## config.mk

```make
export PLATFORM = sky130hd
export DESIGN_NAME = btb_update_scheduler_flat
export DESIGN_NICKNAME = d
export VERILOG_FILES = /design/src/rtl/btb_update_scheduler_pkg.sv /design/src/rtl/btb_update_scheduler_if.sv /design/src/rtl/btb_update_scheduler_fifo.sv /design/src/rtl/btb_update_scheduler.sv /design/src/flat_wrapper.sv
export SDC_FILE = /design/constraint.sdc
export NUM_CORES = 1
export LEC_CHECK = 0
export ABC_CLOCK_PERIOD_IN_PS = 4950
export BUFFER_PORTS_ARGS = -buffer_cell sky130_fd_sc_hd__buf_2
export CORE_MARGIN = 2
export CORE_UTILIZATION = 55
export DETAILED_ROUTE_END_ITERATION = 7
export GPL_TIMING_DRIVEN = 0
export PLACE_DENSITY_LB_ADDON = 0.25
export SLEW_MARGIN = 30
export SYNTH_ARGS = -nofsm -noshare
export SYNTH_HDL_FRONTEND = slang
export SYNTH_SLANG_ARGS = --single-unit
```

## constraint.sdc

```tcl
create_clock -name clk -period 4.95 [get_ports clk]
set_input_delay 0.7425 -clock clk [delete_from_list [all_inputs] [get_ports clk]]
set_output_delay 0.7425 -clock clk [all_outputs]
set_load 0.05 [all_outputs]
```

## src/rtl/btb_update_scheduler_pkg.sv

```systemverilog
// Shared types and sizing for the BTB update scheduler: command layout, FSM states
// and the BTB geometry used by the invalidate sweep.
package btb_pkg;

  localparam int NUM_SETS   = 16;
  localparam int SET_IDX_W  = $clog2(NUM_SETS);
  localparam int ADDR_W     = 32;
  localparam int FIFO_DEPTH = 4;

  typedef enum logic {
    IDLE,
    SWEEP
  } sched_state_e;

  typedef struct packed {
    logic [ADDR_W-1:0] pc;
    logic [ADDR_W-1:0] target;
    logic              taken;
  } btb_upd_t;

endpackage

```

## src/rtl/btb_update_scheduler_if.sv

```systemverilog
// Bundle of the two requester ports, the invalidate-all control and the BTB-side
// update/invalidate ports. The scheduler sits on the slave side.
interface btb_update_scheduler_if;
  import btb_pkg::*;

  logic                 req0_valid;
  logic                 req0_ready;
  logic [ADDR_W-1:0]    req0_pc;
  logic [ADDR_W-1:0]    req0_target;
  logic                 req0_taken;

  logic                 req1_valid;
  logic                 req1_ready;
  logic [ADDR_W-1:0]    req1_pc;
  logic [ADDR_W-1:0]    req1_target;
  logic                 req1_taken;

  logic                 inv_all_req;
  logic                 inv_all_busy;

  logic                 upd_valid;
  logic                 upd_ready;
  logic [ADDR_W-1:0]    upd_pc;
  logic [ADDR_W-1:0]    upd_target;
  logic                 upd_taken;

  logic                 inv_valid;
  logic [SET_IDX_W-1:0] inv_set;

  modport master (
    output req0_valid, req0_pc, req0_target, req0_taken,
    output req1_valid, req1_pc, req1_target, req1_taken,
    output inv_all_req, upd_ready,
    input  req0_ready, req1_ready, inv_all_busy,
    input  upd_valid, upd_pc, upd_target, upd_taken,
    input  inv_valid, inv_set
  );

  modport slave (
    input  req0_valid, req0_pc, req0_target, req0_taken,
    input  req1_valid, req1_pc, req1_target, req1_taken,
    input  inv_all_req, upd_ready,
    output req0_ready, req1_ready, inv_all_busy,
    output upd_valid, upd_pc, upd_target, upd_taken,
    output inv_valid, inv_set
  );

endinterface

```

## src/rtl/btb_update_scheduler_fifo.sv

```systemverilog
// Small synchronous FIFO of BTB update commands with a synchronous flush.
// Pointers carry one extra wrap bit so full and empty are distinguishable.
module btb_upd_fifo
  import btb_pkg::*;
#(
  parameter int DEPTH = FIFO_DEPTH
) (
  input  logic     clk,
  input  logic     reset,
  input  logic     clear,
  input  logic     push,
  input  btb_upd_t push_data,
  input  logic     pop,
  output btb_upd_t head,
  output logic     full,
  output logic     empty
);

  localparam int IDX_W = $clog2(DEPTH);
  localparam int PTR_W = IDX_W + 1;

  btb_upd_t         mem [DEPTH];
  logic [PTR_W-1:0] wr_ptr;
  logic [PTR_W-1:0] rd_ptr;

  always_ff @(posedge clk) begin
    if (reset || clear) begin
      wr_ptr <= '0;
      rd_ptr <= '0;
    end else begin
      if (push) wr_ptr <= wr_ptr + 1'b1;
      if (pop)  rd_ptr <= rd_ptr + 1'b1;
    end
  end

  // Storage needs no reset; occupancy is governed entirely by the pointers.
  always_ff @(posedge clk) begin
    if (push) mem[wr_ptr[IDX_W-1:0]] <= push_data;
  end

  assign empty = (wr_ptr == rd_ptr);
  assign full  = (wr_ptr[IDX_W] != rd_ptr[IDX_W]) &&
                 (wr_ptr[IDX_W-1:0] == rd_ptr[IDX_W-1:0]);
  assign head  = mem[rd_ptr[IDX_W-1:0]];

endmodule

```

## src/rtl/btb_update_scheduler.sv

```systemverilog
// Serialises branch-resolution updates from two requesters onto the single BTB
// update port with round-robin arbitration, and runs a full-BTB invalidate sweep.
module btb_update_scheduler
  import btb_pkg::*;
(
  input logic                    clk,
  input logic                    reset,
  btb_update_scheduler_if.slave  bus
);

  sched_state_e         state;
  logic [SET_IDX_W-1:0] set_cnt;
  logic                 busy_q;
  logic                 inv_valid_q;
  logic                 rr_ptr;
  logic                 hold;
  logic                 hold_grant;

  btb_upd_t push0_data, push1_data;
  btb_upd_t head0, head1, cmd;
  logic     full0, full1, empty0, empty1;
  logic     idle, ready0, ready1, push0, push1, pop0, pop1;
  logic     upd_valid, upd_fire, grant, sweep_start;

  assign idle        = (state == IDLE);
  assign ready0      = !full0 && idle && !reset;
  assign ready1      = !full1 && idle && !reset;
  assign push0       = bus.req0_valid && ready0;
  assign push1       = bus.req1_valid && ready1;
  assign sweep_start = idle && bus.inv_all_req;

  assign push0_data = '{pc: bus.req0_pc, target: bus.req0_target, taken: bus.req0_taken};
  assign push1_data = '{pc: bus.req1_pc, target: bus.req1_target, taken: bus.req1_taken};

  btb_upd_fifo #(.DEPTH(FIFO_DEPTH)) u_fifo0 (
    .clk       (clk),
    .reset     (reset),
    .clear     (sweep_start),
    .push      (push0),
    .push_data (push0_data),
    .pop       (pop0),
    .head      (head0),
    .full      (full0),
    .empty     (empty0)
  );

  btb_upd_fifo #(.DEPTH(FIFO_DEPTH)) u_fifo1 (
    .clk       (clk),
    .reset     (reset),
    .clear     (sweep_start),
    .push      (push1),
    .push_data (push1_data),
    .pop       (pop1),
    .head      (head1),
    .full      (full1),
    .empty     (empty1)
  );

  // A stalled command keeps its grant even if the other FIFO fills in meanwhile.
  always_comb begin
    grant = 1'b0;
    if (hold)                  grant = hold_grant;
    else if (!empty0 && !empty1) grant = rr_ptr;
    else                       grant = empty0;
  end

  assign upd_valid = idle && !(empty0 && empty1);
  assign upd_fire  = upd_valid && bus.upd_ready;
  assign pop0      = upd_fire && !grant;
  assign pop1      = upd_fire && grant;
  assign cmd       = grant ? head1 : head0;

  always_ff @(posedge clk) begin
    if (reset) begin
      rr_ptr     <= 1'b0;
      hold       <= 1'b0;
      hold_grant <= 1'b0;
    end else begin
      if (upd_fire) rr_ptr <= ~grant;
      hold       <= upd_valid && !bus.upd_ready && !sweep_start;
      hold_grant <= grant;
    end
  end

  always_ff @(posedge clk) begin
    if (reset) begin
      state       <= IDLE;
      set_cnt     <= '0;
      busy_q      <= 1'b0;
      inv_valid_q <= 1'b0;
    end else begin
      case (state)
        IDLE: begin
          if (bus.inv_all_req) begin
            state       <= SWEEP;
            busy_q      <= 1'b1;
            inv_valid_q <= 1'b1;
          end
        end
        SWEEP: begin
          if (set_cnt == SET_IDX_W'(NUM_SETS - 1)) begin
            set_cnt     <= '0;
            state       <= IDLE;
            busy_q      <= 1'b0;
            inv_valid_q <= 1'b0;
          end else begin
            set_cnt <= set_cnt + 1'b1;
          end
        end
      endcase
    end
  end

  assign bus.req0_ready   = ready0;
  assign bus.req1_ready   = ready1;
  assign bus.upd_valid    = upd_valid;
  assign bus.upd_pc       = cmd.pc;
  assign bus.upd_target   = cmd.target;
  assign bus.upd_taken    = cmd.taken;
  assign bus.inv_valid    = inv_valid_q;
  assign bus.inv_set      = set_cnt;
  assign bus.inv_all_busy = busy_q;

endmodule

```

## src/flat_wrapper.sv

```systemverilog
// flat-port wrapper written by rule: the top's interface ports become plain ports
module btb_update_scheduler_flat import btb_pkg::*;
  (clk, reset, bus_req0_valid, bus_req0_pc, bus_req0_target, bus_req0_taken, bus_req1_valid, bus_req1_pc, bus_req1_target, bus_req1_taken, bus_inv_all_req, bus_upd_ready, bus_req0_ready, bus_req1_ready, bus_inv_all_busy, bus_upd_valid, bus_upd_pc, bus_upd_target, bus_upd_taken, bus_inv_valid, bus_inv_set);
  btb_update_scheduler_if bus_i ();
  input logic clk;
  input logic reset;
  input wire logic [$bits(bus_i.req0_valid)-1:0] bus_req0_valid;
  input wire logic [$bits(bus_i.req0_pc)-1:0] bus_req0_pc;
  input wire logic [$bits(bus_i.req0_target)-1:0] bus_req0_target;
  input wire logic [$bits(bus_i.req0_taken)-1:0] bus_req0_taken;
  input wire logic [$bits(bus_i.req1_valid)-1:0] bus_req1_valid;
  input wire logic [$bits(bus_i.req1_pc)-1:0] bus_req1_pc;
  input wire logic [$bits(bus_i.req1_target)-1:0] bus_req1_target;
  input wire logic [$bits(bus_i.req1_taken)-1:0] bus_req1_taken;
  input wire logic [$bits(bus_i.inv_all_req)-1:0] bus_inv_all_req;
  input wire logic [$bits(bus_i.upd_ready)-1:0] bus_upd_ready;
  output wire logic [$bits(bus_i.req0_ready)-1:0] bus_req0_ready;
  output wire logic [$bits(bus_i.req1_ready)-1:0] bus_req1_ready;
  output wire logic [$bits(bus_i.inv_all_busy)-1:0] bus_inv_all_busy;
  output wire logic [$bits(bus_i.upd_valid)-1:0] bus_upd_valid;
  output wire logic [$bits(bus_i.upd_pc)-1:0] bus_upd_pc;
  output wire logic [$bits(bus_i.upd_target)-1:0] bus_upd_target;
  output wire logic [$bits(bus_i.upd_taken)-1:0] bus_upd_taken;
  output wire logic [$bits(bus_i.inv_valid)-1:0] bus_inv_valid;
  output wire logic [$bits(bus_i.inv_set)-1:0] bus_inv_set;
  assign bus_i.req0_valid = bus_req0_valid;
  assign bus_i.req0_pc = bus_req0_pc;
  assign bus_i.req0_target = bus_req0_target;
  assign bus_i.req0_taken = bus_req0_taken;
  assign bus_i.req1_valid = bus_req1_valid;
  assign bus_i.req1_pc = bus_req1_pc;
  assign bus_i.req1_target = bus_req1_target;
  assign bus_i.req1_taken = bus_req1_taken;
  assign bus_i.inv_all_req = bus_inv_all_req;
  assign bus_i.upd_ready = bus_upd_ready;
  assign bus_req0_ready = bus_i.req0_ready;
  assign bus_req1_ready = bus_i.req1_ready;
  assign bus_inv_all_busy = bus_i.inv_all_busy;
  assign bus_upd_valid = bus_i.upd_valid;
  assign bus_upd_pc = bus_i.upd_pc;
  assign bus_upd_target = bus_i.upd_target;
  assign bus_upd_taken = bus_i.upd_taken;
  assign bus_inv_valid = bus_i.inv_valid;
  assign bus_inv_set = bus_i.inv_set;
  btb_update_scheduler u_core (.clk(clk), .reset(reset), .bus(bus_i));
endmodule
```

==> results of run 1 <==
kinds of logic (layout without fill, tap and decap cells):
logic type	count (synthesis)	after routing	synth area share, %
AO/OA/AOI/OAI	29	29	0.962
XOR/XNOR	12	12	0.508
adder cells (fa/ha/maj)	11	11	0.665
buffers and inverters	51	372	1.08
flip-flops	545	545	77.9
multiplexers	196	196	17.7
other	0	7	0
AND/OR/NAND/NOR	44	44	1.12
sequential cells by signal (all words and copies together), names as in the netlist, 3 cells and up, named ones only:
| signal | cells |
|---|---|
| u_core.bus.inv_set | 4 |
| u_core.u_fifo0.mem | 260 |
| u_core.u_fifo0.rd_ptr | 3 |
| u_core.u_fifo0.wr_ptr | 3 |
| u_core.u_fifo1.mem | 260 |
| u_core.u_fifo1.rd_ptr | 3 |
| u_core.u_fifo1.wr_ptr | 3 |
area by class of cell:
cell class                      count  area (um2)  share of cell area, %
Sequential cell                   545       16100                   65.9
Multi-Input combinational cell    292        4370                   17.9
Clock buffer                       67        1460                   5.96
Timing Repair Buffer              219        1280                   5.23
Tap cell                          474         593                   2.43
Clock inverter                     35         398                   1.63
Buffer                             42         194                  0.793
Inverter                            9        33.8                  0.138
Antenna cell                        7        17.5                 0.0716
synthesized netlist by cell type (2+ instances only):
library cell	instances	area (um2)
edfxtp_1	520	15600
o21ai_0	3	15.0
mux4_2	130	2930
nand3b_1	3	22.5
buf_2	17	85.1
a31o_2	2	17.5
o21a_1	3	22.5
a31oi_1	3	18.8
nand2_1	4	15.0
clkbuf_1	22	82.6
dfxtp_1	25	500
ha_1	11	138
a311oi_1	3	26.3
xor2_1	3	26.3
and2_1	9	56.3
mux2_2	65	732
nor2b_1	4	25.0
xnor2_1	9	78.8
or2_2	2	12.5
a41o_1	2	20.0
a21oi_1	9	45.0
inv_1	9	33.8
nor2_1	17	63.8
worst max path at each step:
stage / start / endpoint / cells after the start
floorplan: reset / u_core.u_fifo0.mem[3][0] / 4
detailed placement: reset / u_core.u_fifo0.mem[3][3] / 5
global route: flop / bus_upd_target[9] / 5
CTS: flop / bus_upd_target[17] / 5
finish: flop / bus_upd_target[9] / 5
global placement: reset / u_core.u_fifo0.mem[3][3] / 4
through the flow:
| stage | std cells | setup TNS, ns | utilization, % | hold slack, ns | total power (uW) |
|---|---|---|---|---|---|
| 5_1_grt | 1685 | 0 | 65.5 | 0.334 | 10200 |
| 2_1_floorplan | 888 | 0 | - | 0.464 | 5640 |
| 6_report | 1690 | 0 | 65.5 | 0.340 | 9940 |
| 3_5_place_dp | 1580 | 0 | 60.5 | 0.494 | 5860 |
| 3_3_place_gp | 1570 | -260.79 | 59.8 | 0.470 | 5840 |
| 4_1_cts | 1682 | 0 | 65.5 | 0.312 | 10000 |
where the power goes:
| part | switching [uW] | internal [uW] | leakage (uW) |
|---|---|---|---|
| logic | 414 | 212 | 0.00229 |
| registers | 16.5 | 5120 | 0.00491 |
| clock network | 1670 | 2510 | 0.000910 |
| total | 2100 | 7840 | 0.00811 |
worst max-delay path: cells and delay by family, from the launching register on:
kind                   cells  cell delay (ns)
buffers and inverters      3             1.53
DFF                        1             0.32
muxes                      2             0.72
per-layer routing:
| metal | up-vias | share of wire, % | wire, um | GRT usage (%) |
|---|---|---|---|---|
| li1 | 4300 | - | - | - |
| met1 | 5112 | 41 | 17100 | 28.8 |
| met2 | 280 | 50 | 20500 | 35.1 |
| met3 | 66 | 7.3 | 3000 | 5.81 |
| met4 | 18 | 1.6 | 645 | 5.85 |
| met5 | - | 0.27 | 112 | 0 |
==> reports/metrics.cfg, run 1 <==
[logic_synthesis]
synth_edf_count = 520
syn_avg_cell_area_um2 = 23.3
syn-num-nets = 1035
ys_async_sr_fraction_pct = 0
yosysWarnings = 0
ys.flop_type = edfxtp_1
ys_ff_latch = 545
syn_area_um2 = 20700
syn_inst = 888
synth_cell_types = 36
seq_area_frac_synth_pct = 77.9

[clock_tree]
cts_buffers = 54
clk_path_buf_depth = 3
clkSlewWorstSetupHoldPaths_ns = 0.06
cts_setup_buffers = 0
cts_resized = 0
clkSinkCount = 545
clock_latency_ns = 0.60
hold_buffers = 0
cts_tree = done
h-tree-depth = 2
cts_root_buf = clkbuf_16

[global_routing]
overflow = 0
grt_antenna_before_repair = 15
grt_pass1_vias = 10100
grt_max_degree = 38
grt_pass1_wl_um = 60600
grt_usage_pct = 21.4

[job]
max_cap_viol_count = 0

[floorplan]
ios = 210
core.rowCount = 71
die_area_um2 = 39200
die_h_um = 198
dieWidth_um = 198
start_util_pct = 55.4
coreArea_um2 = 37300

[critical_path]
cp_slowest_stage_delay_ns = 0.68
cp_max_fo = 10
reg2regPathDepth = 4
end_kind = primary output
r2r_start = u_core.state
r2r-end = u_core.u_fifo1.mem[3][3]
cp.required_ns = 4.21
crit_arrival_ns = 3.16
crit_slowest_cell = clkbuf_1
critPathLaunchType = flop
crit_type = flop to primary output
rrSetupSlack_ns = 2.22
cp_common_cell = clkbuf_1
cp_cell_sequence = clkbuf_1 -> clkbuf_1 -> mux4_2 -> mux2_2 -> buf_2

[cells_and_area]
fin_area_um2 = 24500
layout.nets = 1310
fillers = 2467
final_common_cell = edfxtp_1
final_cell_mix = edfxtp_1, buf_2, mux4_2
syn_to_final_growth_pct = 18.2
post_route_cells_drive_above_1_share_pct = 44.3

[place]
hpwl_um = 25800
dpl-instance-area_um2 = 22600
routabilityCongestion = 0.747
port_buffers = 208
detailedPlace.worstSlack_ns = 1.47

[drt]
via_per_inst = 5.78
wl_per_cell_um = 24.4
drt_first_pass_iters = 5
drt_iter0_drc = 529
drt-total-wl_um = 41300
via_count = 9776
drc = 0
ant_nets = 0

[power]
power.density_cell_area_nw_per_um2 = 406
irDropWorstVdd_uv = 411
leakage_uw = 0.00811

[hold_path]
hold_path.class = input pin to flop
min_from = bus_upd_ready
min_to = u_core.hold
worstHoldPathCells = 2

[sta]
fin_crit_sh_pct = 78.8
tightestPinTransition_ns = 0.919
period_minus_slack_ns = 3.90
fin_ws_ns = 1.05
setup_viol = 0
skew_ns = 0.0254
slew_viol_final = 0
timing.fmax_ghz = 0.256
rsz0062_at_grt = no
maxSlewHeadroom_pct = 38.3
hold_viol_final = 0

[run_status]
status = finished clean

Power figures use the tool's default switching activity.
==> inputs of run 2 (changes only) <==
- ABC_AREA: unset -> 1
- ABC_CLOCK_PERIOD_IN_PS: 4950 -> 3420
- CORE_UTILIZATION: 55 -> 53
- clock period: 4.95 -> 3.42 ns (I/O delays scaled with it)
==> run 2 against run 1 <==
Largest cell class unchanged. Synthesized area rose by 3.3%. Critical endpoint is now bus_upd_target[17]. Register-to-register slack got worse by 1.4 ns. Count of clock-buffer cells in the layout rose by 9. Sequential share of layout area fell by 3.3 points. Synthesized cell count rose by 86%.
==> reports/metrics.cfg, run 2 <==
[run_status]
status = finished clean

[logic_synthesis]
ys_top_cells_by_count = nor2_1, edfxtp_1, o21ai_0
synth_area_leaders = edfxtp_1, nor2_1, o21ai_0, o32ai_1, dfxtp_1
synth_edf_count = 520
seq_area_frac_synth_pct = 75.4
ys.flop_type = edfxtp_1
syn-num-nets = 1799
syn_avg_cell_area_um2 = 12.9
synth_area_leader_cell = edfxtp_1
yosysWarnings = 0
netlist.area_leader.share_pct = 73.1
syn_inst = 1652
synth_xor_area_share_pct = 0.123
syn_area_um2 = 21400
synthAdderAreaFrac_pct = 0.644
muxShareOfSynthArea_pct = 0
synth_cell_types = 25
synth_simple_gate_area_share_pct = 10.7
ys_ff_latch = 545
ys_async_sr_fraction_pct = 0
synth_compound_area_share_pct = 9.79
yosysMostFrequentCell = nor2_1
synth_top_family_by_area = simple AND/OR/NAND/NOR gates

[place]
routabilityCongestion = 0.843
port_buffers = 209
hpwl_um = 37600
dpl-instance-area_um2 = 23900

[cells_and_area]
final_cell_mix = nor2_1, edfxtp_1, buf_2
post-route-util_pct = 64.8
fin_area_um2 = 25700
syn_to_final_growth_pct = 20.4
final_common_cell = nor2_1
post_route_cells_drive_above_1_share_pct = 20.5
layout.nets = 2091

[sta]
fin_crit_sh_pct = 99.8
period_minus_slack_ns = 3.41
maxSlewHeadroom_pct = 51.8
skew_ns = 0.0194
tightestPinTransition_ns = 0.723
timing.fmax_ghz = 0.293
setup_viol = 0
slew_viol_final = 0
hold_viol_final = 0
rsz0062_at_grt = yes

[critical_path]
crit_arrival_ns = 2.90
r2r_start = u_core.u_fifo1.wr_ptr[1]
critPathLaunchType = flop
rrSetupSlack_ns = 0.83
cp.required_ns = 2.91
crit_type = flop to primary output
end_kind = primary output
cp_max_fo = 10

[clock_tree]
clkSinkCount = 545
clkSlewWorstSetupHoldPaths_ns = 0.06
cts_buffers = 54
hold_buffers = 0
clk_path_buf_depth = 3
h-tree-depth = 2
cts_tree = done
cts_root_buf = clkbuf_16
clock_latency_ns = 0.58

[floorplan]
ios = 210
start_util_pct = 53.8
dieWidth_um = 205
coreArea_um2 = 39700
die_area_um2 = 41900
die_h_um = 205
core.rowCount = 73

[power]
combinationalPowerShare_pct = 11.8
irDropWorstVdd_uv = 413
internal_power_uw = 11300
power.density_cell_area_nw_per_um2 = 585
switching_power_uw = 3750
netSwitchingFraction_pct = 24.9
power_uw = 15100
pwr-share-seq_pct = 49.5
leakage_uw = 0.00911
clkPwrFrac_pct = 38.7

[global_routing]
grt_pass1_wl_um = 81800
grt_pass1_vias = 13600
grt_antenna_before_repair = 19
overflow = 0
grt_usage_pct = 26.2
grt_max_degree = 21

[drt]
wl_per_cell_um = 22.0
drt_first_pass_iters = 7
via_count = 14400
drt_iter0_drc = 1392
ant_nets = 0
drc = 0
via_per_inst = 5.71
drt-total-wl_um = 55500

[job]
max_cap_viol_count = 0

[hold_path]
min_from = bus_req1_target[4]
hold_path.class = input pin to flop

[run 2: repair_timing]
item	CTS	global route
buffers inserted	0	0
pin swaps	0	0
resized for setup	13	7
setup endpoints to repair	12	22
[run 2: per-stage QoR]
| step | instances | setup WS (ns) | hold WS, ns | setup TNS [ns] |
|---|---|---|---|---|
| global route | 2517 | -0.0748 | 0.136 | -0.273 |
| detailed placement | 2413 | 0.515 | 0.451 | 0 |
| floorplan | 1652 | -1.03 | 0.425 | -200.66 |
| CTS | 2510 | -0.0162 | 0.126 | -0.0162 |
| finish | 2523 | 0.00750 | 0.142 | 0 |
| global placement | 2386 | -3.07 | 0.438 | -666.65 |
[run 2: logic make-up after synthesis]
family,count (synthesis)
compound gates,352
flops,545
simple gates,602
fa+ha+maj,11
xor+xnor,3
buf+inv,139
[run 2: metal layers]
metal / track usage (%) / part of all wire [%] / up-vias
met5: 0 / 0.16 / -
met4: 8.10 / 2.6 / 14
met3: 6.28 / 9.7 / 102
met2: 39.7 / 46 / 671
met1: 37.8 / 41 / 7022
li1: - / - / 6603
[run 2: power by group through the flow]
stage	Sequential, uW	Clock, uW	Combinational, uW
2_1_floorplan	7600	0	1070
3_3_place_gp	7600	0	1670
3_5_place_dp	7590	0	1740
4_1_cts	7450	5870	1760
5_1_grt	7450	6140	1870
6_report	7450	5830	1770
[run 2: final timing paths]
| kind | endpoint | depth (start not counted) |
|---|---|---|
| worst min register to register | u_core.u_fifo0.wr_ptr[2] | 1 |
| worst max register to register | u_core.u_fifo1.mem[1][24] | 11 |
| worst min-delay path | u_core.u_fifo1.mem[0][5] | 1 |
| worst max-delay path | bus_upd_target[17] | 7 |
[run 2: critical path, stage by stage, from the launching register on]
cell and delay [ns]:
dfxtp_1 0.42, buf_2 0.30, clkbuf_1 0.37, o21ai_0 0.23
o32ai_2 0.25, nor2_1 0.14, a31oi_1 0.28, buf_2 0.33
[run 2: area by class of cell]
type | instances | area, um2
inverter | 37 | 139
clock buffer | 76 | 1550
tap | 525 | 657
buffer | 102 | 573
clock inverter | 21 | 204
multi-input combinational | 968 | 4700
fill | 2846 | 14000
sequential | 545 | 16100
antenna | 13 | 32.5
timing repair buffer | 236 | 1770
==> inputs of run 3 (changes only) <==
- CORE_UTILIZATION: 53 -> 54
- REMOVE_ABC_BUFFERS: unset -> 1
- SYNTH_HIERARCHICAL: unset -> 1
==> run 3 against run 2 <==
Maximum frequency rose by 5.1%. Synthesized area rose by 11%. Core utilization fell by 1.9 points. Wire length fell by 2.8%. Sequential cell count did not move. Combinational power fell by 44%. Worst hold slack got worse by 0.040 ns.
==> reports/metrics.cfg, run 3 <==
[critical_path]
crit_slowest_cell = dfxtp_1
cp_max_fo = 20
cp_cell_sequence = inv_1 -> nand2_1 -> nand2_1 -> nand2_1 -> nor2_1 -> inv_1 -> nand2_4 -> nand2_8 -> nand2_4 -> nand2_1 -> nand2_1 -> buf_2
crit_type = flop to primary output
cp.required_ns = 2.91
crit_arrival_ns = 2.73
cp_common_cell = nand2_1
crit_start = u_core/u_fifo1/wr_ptr[0]
r2r_start = u_core/u_fifo1/wr_ptr[0]
critPathLaunchType = flop
cp_slowest_stage_delay_ns = 0.35
end_kind = primary output

[cells_and_area]
final_cell_mix = nand2_1, edfxtp_1, nor2_1
syn_to_final_growth_pct = 14.3
fin_area_um2 = 27200
post-route-util_pct = 62.9
multi_input_area_um2 = 6020
fillers = 3374
layout.nets = 2638
post_route_cells_drive_above_1_share_pct = 17.8
final_common_cell = nand2_1
seq_area_um2 = 16100

[run_status]
status = finished clean

[power]
irDropWorstVdd_uv = 397
leakage_uw = 0.0113
power.density_cell_area_nw_per_um2 = 512

[clock_tree]
clkSinkCount = 545
clock_latency_ns = 0.60
cts_root_buf = clkbuf_16
hold_buffers = 0
cts_buffers = 54
clkSlewWorstSetupHoldPaths_ns = 0.06
cts_tree = done
clk_path_buf_depth = 3
h-tree-depth = 2

[logic_synthesis]
yosysMostFrequentCell = nand2_1
syn_area_um2 = 23800
seq_area_frac_synth_pct = 67.7
synth_area_leaders = edfxtp_1, nand2_1, inv_1, nor2_1, nand3_1
ys.flop_type = edfxtp_1
netlist.area_leader.share_pct = 65.6
syn_avg_cell_area_um2 = 10.3
yosysWarnings = 6
syn_inst = 2310
synth_edf_count = 520
ys_async_sr_fraction_pct = 0
synth_cell_types = 23
ys_top_cells_by_count = nand2_1, edfxtp_1, inv_1
ys_ff_latch = 545
synth_area_leader_cell = edfxtp_1

[place]
routabilityCongestion = 0.765
port_buffers = 209
hpwl_um = 29700
dpl-instance-area_um2 = 25400
detailedPlace.worstSlack_ns = 0.116

[drt]
via_count = 15600
drt-total-wl_um = 54000
drt_iter0_drc = 1228
ant_nets = 0
drt_first_pass_iters = 5
wl_per_cell_um = 17.3
drc = 0
via_per_inst = 5.00

[global_routing]
grt_max_degree = 103
overflow = 0
grt_antenna_before_repair = 15
grt_usage_pct = 23.4
grt_pass1_vias = 15300
grt_pass1_wl_um = 82000

[sta]
rsz0062_at_grt = yes
fin_crit_sh_pct = 94.9
final.hold.worst_slack_ns = 0.102
hold_viol_final = 0
timing.fmax_ghz = 0.308
tightestPinTransition_ns = 0.906
maxSlewHeadroom_pct = 39.5
skew_ns = 0.0165
setup_viol = 0
period_minus_slack_ns = 3.25
final.setup.tns_ns = 0
fin_ws_ns = 0.173
slew_viol_final = 0

[floorplan]
ios = 210
dieWidth_um = 214
die_h_um = 214
die_area_um2 = 45800
core.rowCount = 76
coreArea_um2 = 43300
start_util_pct = 55.0

[hold_path]
min_from = bus_upd_ready
hold_path.class = input pin to flop

[job]
max_cap_viol_count = 0

-- run 3: cell count changes in the layout (fill, tap and decap cells not counted), sizes merged, moves of 3 or more --
| cell | delta |
|---|---|
| o32ai | -65 |
| nand3 | +190 |
| nand2 | +673 |
| or2 | +130 |
| nor2 | -258 |
| o21ai | -201 |
| inv | +255 |
| diode | -3 |
| clkbuf | -50 |
| clkinv | +8 |
| a31oi | -65 |
| buf | -71 |
-- run 3: routing by layer --
| layer | GRT usage [%] | up-vias | wire length (um) |
|---|---|---|---|
| li1 | - | 7747 | - |
| met1 | 29.7 | 7394 | 22400 |
| met2 | 40.5 | 392 | 27100 |
| met3 | 3.75 | 95 | 2960 |
| met4 | 8.69 | 10 | 1440 |
| met5 | 0 | - | 55 |
-- run 3: through the flow --
stage               std cells  total power (uW)
finish                   3127             13900
global route             3124             14400
CTS                      3115             14000
detailed placement       3012              8520
global placement         2995              8510
floorplan                2201              8180
-- run 3: cell type report --
cell class	instances	area share, %
sequential	545	59.3
clock buffer	66	5.13
antenna	10	0.0920
tap	585	2.69
multi-input combinational	1372	22.1
clock inverter	31	0.874
timing repair buffer	227	5.60
inverter	291	4.22
-- run 3: cells by family (layout without fill, tap and decap cells) --
logic type                 count (synthesis)  in the layout  share of synthesized area [%]
and+or+nand+nor                         1331           1338                           23.5
DFF                                      545            545                           67.7
buffers and inverters                    400            615                           7.70
AOI/OAI and AO/OA                         19             19                          0.410
adders and majority gates                 11             11                          0.578
xor gates and xnor gates                   4              4                          0.147
other                                      0             10                              0
-- run 3: report_power, final --
part / internal, uW / switching (uW) / total (uW)
logic: 271 / 715 / 986
registers: 7400 / 26.0 / 7420
clock network: 3120 / 2400 / 5520
-- run 3: timing repair --
action	CTS	global route
gates resized for setup	6	7
gates cloned	5	2
buffers inserted	1	0
endpoints found under the setup margin	65	63
pin swaps	4	3
-- run 3: final timing paths --
check                              end  cells after the start  slack (ns)
min reg2reg                       flop                      2        0.52
max reg2reg  u_core/u_fifo1/mem[3][45]                      9        0.54
min                        u_core/hold                      2        0.10
max                 bus_upd_target[22]                     12        0.17
-- run 3: worst max-delay path: cells and delay by family, from the launching register on --
kind	cells	cell delay [ns]
buf+inv	3	0.49
simple gates	9	1.26
flops	1	0.35
